$ cat config.mk
export PLATFORM = sky130hd
export DESIGN_NAME = wb_sram_512x32_ctrl
export DESIGN_NICKNAME = d
export VERILOG_FILES = /design/src/rtl/mgmt_sram_pkg.sv /design/src/rtl/wb_sram_512x32_ctrl.sv
export SDC_FILE = /design/constraint.sdc
export NUM_CORES = 1
export LEC_CHECK = 0
export CORE_MARGIN = 2
export CORE_UTILIZATION = 35
export DETAILED_ROUTE_END_ITERATION = 6
export PLACE_DENSITY = 0.76
export SYNTH_ARGS = -nofsm -noshare
export SYNTH_HDL_FRONTEND = slang
export SYNTH_SLANG_ARGS = --single-unit
export TNS_END_PERCENT = 5
$ cat constraint.sdc
create_clock -name wb_clk_i -period 2.1 [get_ports wb_clk_i]
set_clock_uncertainty 0.15 [all_clocks]
set_input_delay 0.42 -clock wb_clk_i [delete_from_list [all_inputs] [get_ports wb_clk_i]]
set_output_delay 0.42 -clock wb_clk_i [all_outputs]
set_load 0.005 [all_outputs]
$ cat src/rtl/mgmt_sram_pkg.sv
// Purpose: shared types and constants for the management-SoC SRAM Wishbone bridge.
// Latency: n/a (types, constants and a pure helper function only).
// Backpressure: n/a.
package mgmt_sram_pkg;

  // Data path geometry of the SRAM macro
  localparam int RAM_DW = 32;
  localparam int RAM_BW = RAM_DW / 8;

  // Default placement of the RAM window in the management address map
  localparam logic [31:0] DEF_BASE_ADDR = 32'h0100_0000;

  // Access sequencer states; the four hit states fit in two bits, ERR needs the third
  typedef enum logic [2:0] {
    ST_IDLE  = 3'd0,
    ST_ISSUE = 3'd1,
    ST_CAPT  = 3'd2,
    ST_ACK   = 3'd3,
    ST_ERR   = 3'd4
  } sram_st_t;

  // Active-low byte write enables: reads keep every lane disabled
  function automatic logic [RAM_BW-1:0] wen_lanes(input logic we, input logic [RAM_BW-1:0] sel);
    return we ? ~sel : {RAM_BW{1'b1}};
  endfunction

endpackage

$ cat src/rtl/wb_sram_512x32_ctrl.sv
// Purpose: Wishbone classic slave turning each cycle into one registered SRAM access, err on window miss.
// Latency: request at edge N -> ack sampled at edge N+3 (read and write); err sampled at edge N+2.
// Backpressure: one access in flight; next request accepted only back in IDLE (<= 1 access per 4 cycles).
module wb_sram_512x32_ctrl
  import mgmt_sram_pkg::*;
#(
  parameter logic [31:0] BASE_ADDR = DEF_BASE_ADDR,
  parameter int          WORDS     = 512,
  parameter int          AW        = 9
) (
  input  logic              wb_clk_i,
  input  logic              wb_rstn_i,
  input  logic              wbs_cyc_i,
  input  logic              wbs_stb_i,
  input  logic              wbs_we_i,
  input  logic [RAM_BW-1:0] wbs_sel_i,
  input  logic [31:0]       wbs_adr_i,
  input  logic [RAM_DW-1:0] wbs_dat_i,
  output logic              wbs_ack_o,
  output logic              wbs_err_o,
  output logic [RAM_DW-1:0] wbs_dat_o,
  output logic              ram_cen,
  output logic              ram_gwen,
  output logic [RAM_BW-1:0] ram_wen,
  output logic [AW-1:0]     ram_a,
  output logic [RAM_DW-1:0] ram_d,
  input  logic [RAM_DW-1:0] ram_q
);

  // Window is aligned to its own size, so a hit is an equality on the bits above the word index
  localparam int WIN_LSB = AW + 2;

  sram_st_t state;
  logic     rd_op;    // current access is a read, so CAPT must load ram_q
  logic     aborted;  // master dropped cyc while the RAM access was in flight
  logic     req;
  logic     hit;
  logic     unused_adr_lsb;

  // Byte offset within a word carries no meaning for a 32-bit only slave
  assign unused_adr_lsb = ^wbs_adr_i[1:0];

  // A request is only new once the previous response pulse has been consumed
  assign req = wbs_cyc_i & wbs_stb_i & ~wbs_ack_o & ~wbs_err_o;
  assign hit = (wbs_adr_i[31:WIN_LSB] == BASE_ADDR[31:WIN_LSB]);

  // Sequencer: FSM, RAM strobes and WB response are all registered here
  always_ff @(posedge wb_clk_i or negedge wb_rstn_i) begin
    if (!wb_rstn_i) begin
      state     <= ST_IDLE;
      rd_op     <= 1'b0;
      aborted   <= 1'b0;
      ram_cen   <= 1'b1;
      ram_gwen  <= 1'b1;
      ram_wen   <= {RAM_BW{1'b1}};
      ram_a     <= '0;
      ram_d     <= '0;
      wbs_ack_o <= 1'b0;
      wbs_err_o <= 1'b0;
      wbs_dat_o <= '0;
    end else begin
      case (state)
        ST_IDLE: begin
          wbs_ack_o <= 1'b0;
          wbs_err_o <= 1'b0;
          if (req) begin
            if (hit) begin
              ram_a    <= wbs_adr_i[AW+1:2];
              ram_d    <= wbs_dat_i;
              ram_cen  <= 1'b0;
              ram_gwen <= ~wbs_we_i;
              ram_wen  <= wen_lanes(wbs_we_i, wbs_sel_i);
              rd_op    <= ~wbs_we_i;
              aborted  <= 1'b0;
              state    <= ST_ISSUE;
            end else begin
              // Miss: the RAM is never touched
              state <= ST_ERR;
            end
          end
        end

        ST_ISSUE: begin
          // The RAM samples the strobes on this edge; release them for every later cycle
          ram_cen  <= 1'b1;
          ram_gwen <= 1'b1;
          ram_wen  <= {RAM_BW{1'b1}};
          if (!wbs_cyc_i) begin
            aborted <= 1'b1;
          end
          state <= ST_CAPT;
        end

        ST_CAPT: begin
          // Writes leave the previous read data visible
          if (rd_op) begin
            wbs_dat_o <= ram_q;
          end
          wbs_ack_o <= wbs_cyc_i & ~aborted;
          state     <= ST_ACK;
        end

        ST_ACK: begin
          wbs_ack_o <= 1'b0;
          state     <= ST_IDLE;
        end

        ST_ERR: begin
          // Cleared again by IDLE on the following edge
          wbs_err_o <= 1'b1;
          state     <= ST_IDLE;
        end

        default: begin
          state <= ST_IDLE;
        end
      endcase
    end
  end

  // The RAM is enabled for exactly one cycle per accepted hit
  cen_single_cycle: assert property (@(posedge wb_clk_i) disable iff (!wb_rstn_i)
    !ram_cen |=> ram_cen);

  // A cycle terminates with either ack or err, never both
  ack_err_exclusive: assert property (@(posedge wb_clk_i) disable iff (!wb_rstn_i)
    !(wbs_ack_o && wbs_err_o));

endmodule

---- Word level (Yosys, flattened, before mapping) ----
Index checks and enable logic that the tools add are counted.
operators by class
  bitwise operators ....................... 9
  eq/ne operators ......................... 8
  reductions and logical operators ........ 9
  mux-type cells .......................... 17
operators with widths
  kind                                                                     count
  21-bit by 14-bit equality test with 1-bit output, second input constant  1
  4-bit two-way mux                                                        3
  1-bit one-hot mux with 2 select lines                                    5
  3-bit one-hot mux with 3 select lines                                    1
  4-bit one-hot mux with 2 select lines                                    1
  3-bit by 2-bit equality test with 1-bit output, second input constant    2
  3-bit two-way mux                                                        2
  2-bit != test, second input constant                                     3
  3-bit AND reduction                                                      2
  2-bit nonzero test                                                       3
  1-bit two-way mux                                                        5
  1-bit bitwise AND                                                        4
  1-bit NOT                                                                4
  4-bit NOT                                                                1
  4-bit AND reduction                                                      1
  3-bit by 1-bit equality test with 1-bit output, second input constant    1
  3-bit equality test, second input constant                               1
  3-bit zero test                                                          1
  2-bit AND reduction                                                      1
  2-bit OR reduction                                                       1
word-level totals
  word-level logic and storage cells ...... 54
  output and inout port bits .............. 81
  bits in registers ....................... 86
  input bits .............................. 105

---- Longest topological paths before layout ----
  word-level depth ........................ 5
  depth in mapped cells ................... 6
  depth with buffers taken out ............ 4

---- Least setup slack after synthesis ----
Ideal clock, no wire load.
  path kind ............................... input port to flip-flop
  start point ............................. input port wbs_adr_i[26]
  end point ............................... register ram_a[0]
  buffers on the path ..................... 1
  required time ........................... 1825 ps
  setup slack ............................. -70 ps
  stages on the path ...................... 5
  arrival time ............................ 1895 ps
  library setup time ...................... 125 ps
  cells stage by stage .................... nor4b_1 > nand4_1 > nor3_4 > buf_6 > mux2_2
on the way
  cells in the longest elaborated chain, start to end .. 2
RTL lines
  element                                           line                       text
  from (decl)                                       wb_sram_512x32_ctrl.sv:17  input logic [31:0] wbs_adr_i,
  21-bit by 14-bit equality test with 1-bit output  wb_sram_512x32_ctrl.sv:45  assign hit = (wbs_adr_i[31:WIN_LSB] == BASE_ADDR[31:WIN_LSB]);
  3-bit AND reduction (no source line)              -
  to (signal assigned)                              wb_sram_512x32_ctrl.sv:68  ram_a <= wbs_adr_i[AW+1:2];
  to (decl)                                         wb_sram_512x32_ctrl.sv:25  output logic [AW-1:0] ram_a,
No other way between the ends.
A chain may end at the register's enable or synchronous reset.

---- Worst setup path after layout ----
  start point ............................. input port wbs_adr_i[21]
  end point ............................... register ram_d[23]
on the way
  cells in the longest elaborated chain, start to end .. 2
RTL lines
  element                                           line                       text
  21-bit by 14-bit equality test with 1-bit output  wb_sram_512x32_ctrl.sv:45
  3-bit AND reduction (no source line)              -
  to (signal assigned)                              wb_sram_512x32_ctrl.sv:69  ram_d <= wbs_dat_i;
  to (decl)                                         wb_sram_512x32_ctrl.sv:26  output logic [RAM_DW-1:0] ram_d,
No other way between the ends.

==> out/results.ini <==
[outcome]
status = complete, but fails checks
violations = setup timing

[synth]
synth_top_family_by_area = multiplexers
netlist_area_um2 = 3430
ys_seq_area_share_pct = 62.9
syn_inst = 234
avgSynthCellArea_um2 = 14.7
yosys.area_share.simple_pct = 6.89
synthMuxAreaShare_pct = 24.6
synth_seq_cells = 86
synthAdderAreaFrac_pct = 0
synth_compound_area_share_pct = 2.52
synth.yosys.warnings = 0
netlist-cell-type-count = 29
synth-xor-area-share_pct = 0.255
syn-num-nets = 339

[floorplan]
ios = 186
die_area_um2 = 10600
rows = 36
core_area_um2 = 9640
die_w_um = 103
start_util_pct = 35.6
die_h_um = 103

[detailed_routing]
routed_wl_mm = 9.33
vias = 2714
ant_nets = 0
route.detailed.drc = 0
drtIter0Drc = 13
wl_per_cell_um = 16.1
viasPerCell = 4.70
firstDrtPassIters = 6

[sta]
rsz0062_at_grt = true
report.final.slew_viol_count = 0
slew_headroom_pct = 61.0
worstMarginPinSlew_ns = 0.585
setup_ws_ns = -0.0707
min_period_over_period_pct = 103
tns_ns = -1.59
fin_crit_ns = 2.17
finalHoldViolCount = 0
clock.fmax_mhz = 461
final-setup-viol-count = 33

[cells_and_area]
final_cell_mix = 173 x clkdlybuf4s50_1, 80 x dfrtp_1, 39 x mux2_4
diodes = 0
regArea_um2 = 2160
synthToLayoutAreaGrowth_pct = 75.4
multiInputGateArea_um2 = 1350
post-route-util_pct = 62.4
fin_area_um2 = 6020
final_common_cell = clkdlybuf4s50_1
drive_gt1_share_pct = 29.0
fillCellCount = 778
nNetsFinal = 545

[clock_tree]
cts_tree = built
cts.sinks = 86
ctsHtreeMaxLevel = 3
clk_pin_slew_ns = 0.09
cts_buffers = 9
clock-root-buffer = clkbuf_8
clockBufferDepth = 2
clk-insertion-delay-late_ns = 0.35

[worst_setup_path]
cp_max_fo = 16
endpoint_kind = flop
crit_required_ns = 2.19
cp-start-kind = input pin
cp.arrival_ns = 2.26
crit_type = input pin to flop

[job]
drv_cap = 0

[power]
power_frac_seq_pct = 43.5
switching_power_w = 0.00127
powerDensity_nw_per_um2 = 814
pwr-share-clk_pct = 24.6
leakagePower_nw = 2.67
peakVddDrop_v = 0.000497
p_int_w = 0.00363
swShare_pct = 26.0
pwr-share-comb_pct = 31.9

[placement]
place.gp.congestion = 0.725
hpwl_mm = 6.45
placed_area_um2 = 5520
port-buffer-count = 183

[hold_path]
hold_class = flop to flop

[grt]
grt_pass1_wl_mm = 13.6
grt_pass1_vias = 2714
antenna_found_initial = 0
grt_max_degree = 45
grtUsageTotal_pct = 16.6
overflow = 0

-- critical path: stages --
cell	delay, ns
clkdlybuf4s50_1	0.41
nor4_1	0.27
nand4_1	0.23
nor3_4	0.25
buf_6	0.18
buf_16	0.19
mux2_4	0.32
-- per-layer routing --
| layer | share of wire [%] | track usage [%] |
|---|---|---|
| met5 | 0 | 0 |
| met3 | 7.7 | 5.22 |
| met1 | 39 | 20.2 |
| met4 | 1.2 | 5.67 |
| met2 | 52 | 28.0 |
-- per-stage QoR --
step           hold WS, ns  cells  worst slack, ns  power [W]
2_1_floorplan      -0.0256    234          -0.0702    0.00275
3_3_place_gp         0.305    556           -0.498    0.00370
3_5_place_dp         0.310    556           -0.549    0.00374
4_1_cts              0.325    576          -0.0325    0.00497
5_1_grt              0.339    578           -0.128    0.00520
6_report             0.318    578          -0.0707    0.00490
-- Yosys cell counts --
master	count	area, um^2
and3_1	1	6.26
o21ai_0	3	15.0
buf_2	5	25.0
mux2i_1	1	10.0
xnor2_1	1	8.76
nor2_1	18	67.6
nand4_1	1	6.26
o221a_2	1	11.3
nor4b_1	2	17.5
nand4bb_1	1	11.3
or4_4	1	11.3
or2_2	1	6.26
buf_6	4	45.0
a21boi_0	1	7.51
nor3_1	5	25.0
clkbuf_1	3	11.3
nor3_4	1	16.3
a21oi_1	1	5.00
a211oi_1	4	30.0
dfstp_2	6	158
nor4_1	3	18.8
mux2_1	1	11.3
inv_1	4	15.0
nand2_1	6	22.5
mux2_2	73	822
nand3_1	2	10.0
nand4b_1	2	17.5
dfrtp_1	80	2000
o41ai_1	2	17.5
-- area by class of cell --
type	instances	share of cell area (%)
Clock inverter	6	1.16
Sequential cell	86	35.9
Multi-Input combinational cell	132	22.4
Timing Repair Buffer	207	35.2
Clock buffer	10	2.29
Tap cell	133	2.77
Inverter	4	0.249
-- final timing paths --
path                          startpoint           end  slack [ns]  cells after the start
max in group asynchronous      wb_rstn_i       ram_cen        0.66                      3
hold reg to reg                  ram_cen       ram_cen        0.32                      2
hold / removal                   ram_cen       ram_cen        0.32                      2
setup / recovery           wbs_adr_i[21]     ram_d[23]       -0.07                      7
setup reg to reg               wbs_err_o     ram_d[23]       -0.02                      6
min in group asynchronous      wb_rstn_i  wbs_dat_o[6]        0.44                      2
-- power by group through the flow --
stage	clock network, W	registers, W	logic [W]
finish	0.00120	0.00213	0.00157
global placement	0	0.00215	0.00155
floorplan	0	0.00218	0.000569
CTS	0.00125	0.00214	0.00159
detailed placement	0	0.00216	0.00157
global route	0.00133	0.00218	0.00169
-- registers in the layout (all words and copies together), names as in the netlist, 3 cells and up --
register   cells
ram_a          9
state          3
ram_wen        4
ram_d         32
wbs_dat_o     32
-- what timing repair did --
| item | 4_1_cts | 5_1_grt |
|---|---|---|
| gates resized for setup | 35 | 23 |
| setup endpoints to repair | 44 | 47 |
| hold buffers | 1 | 0 |
| buffers inserted | 2 | 0 |
| cloned | 1 | 2 |
| pin swaps | 1 | 3 |
| endpoints found under the hold margin | 42 | 0 |
-- kinds of logic after synthesis --
kind of cell    count (synthesis)
buf+inv                        16
mux                            75
compound gates                 12
simple gates                   44
xor+xnor                        1
flops                          86
Note: power is estimated with default switching activity, not from simulation.
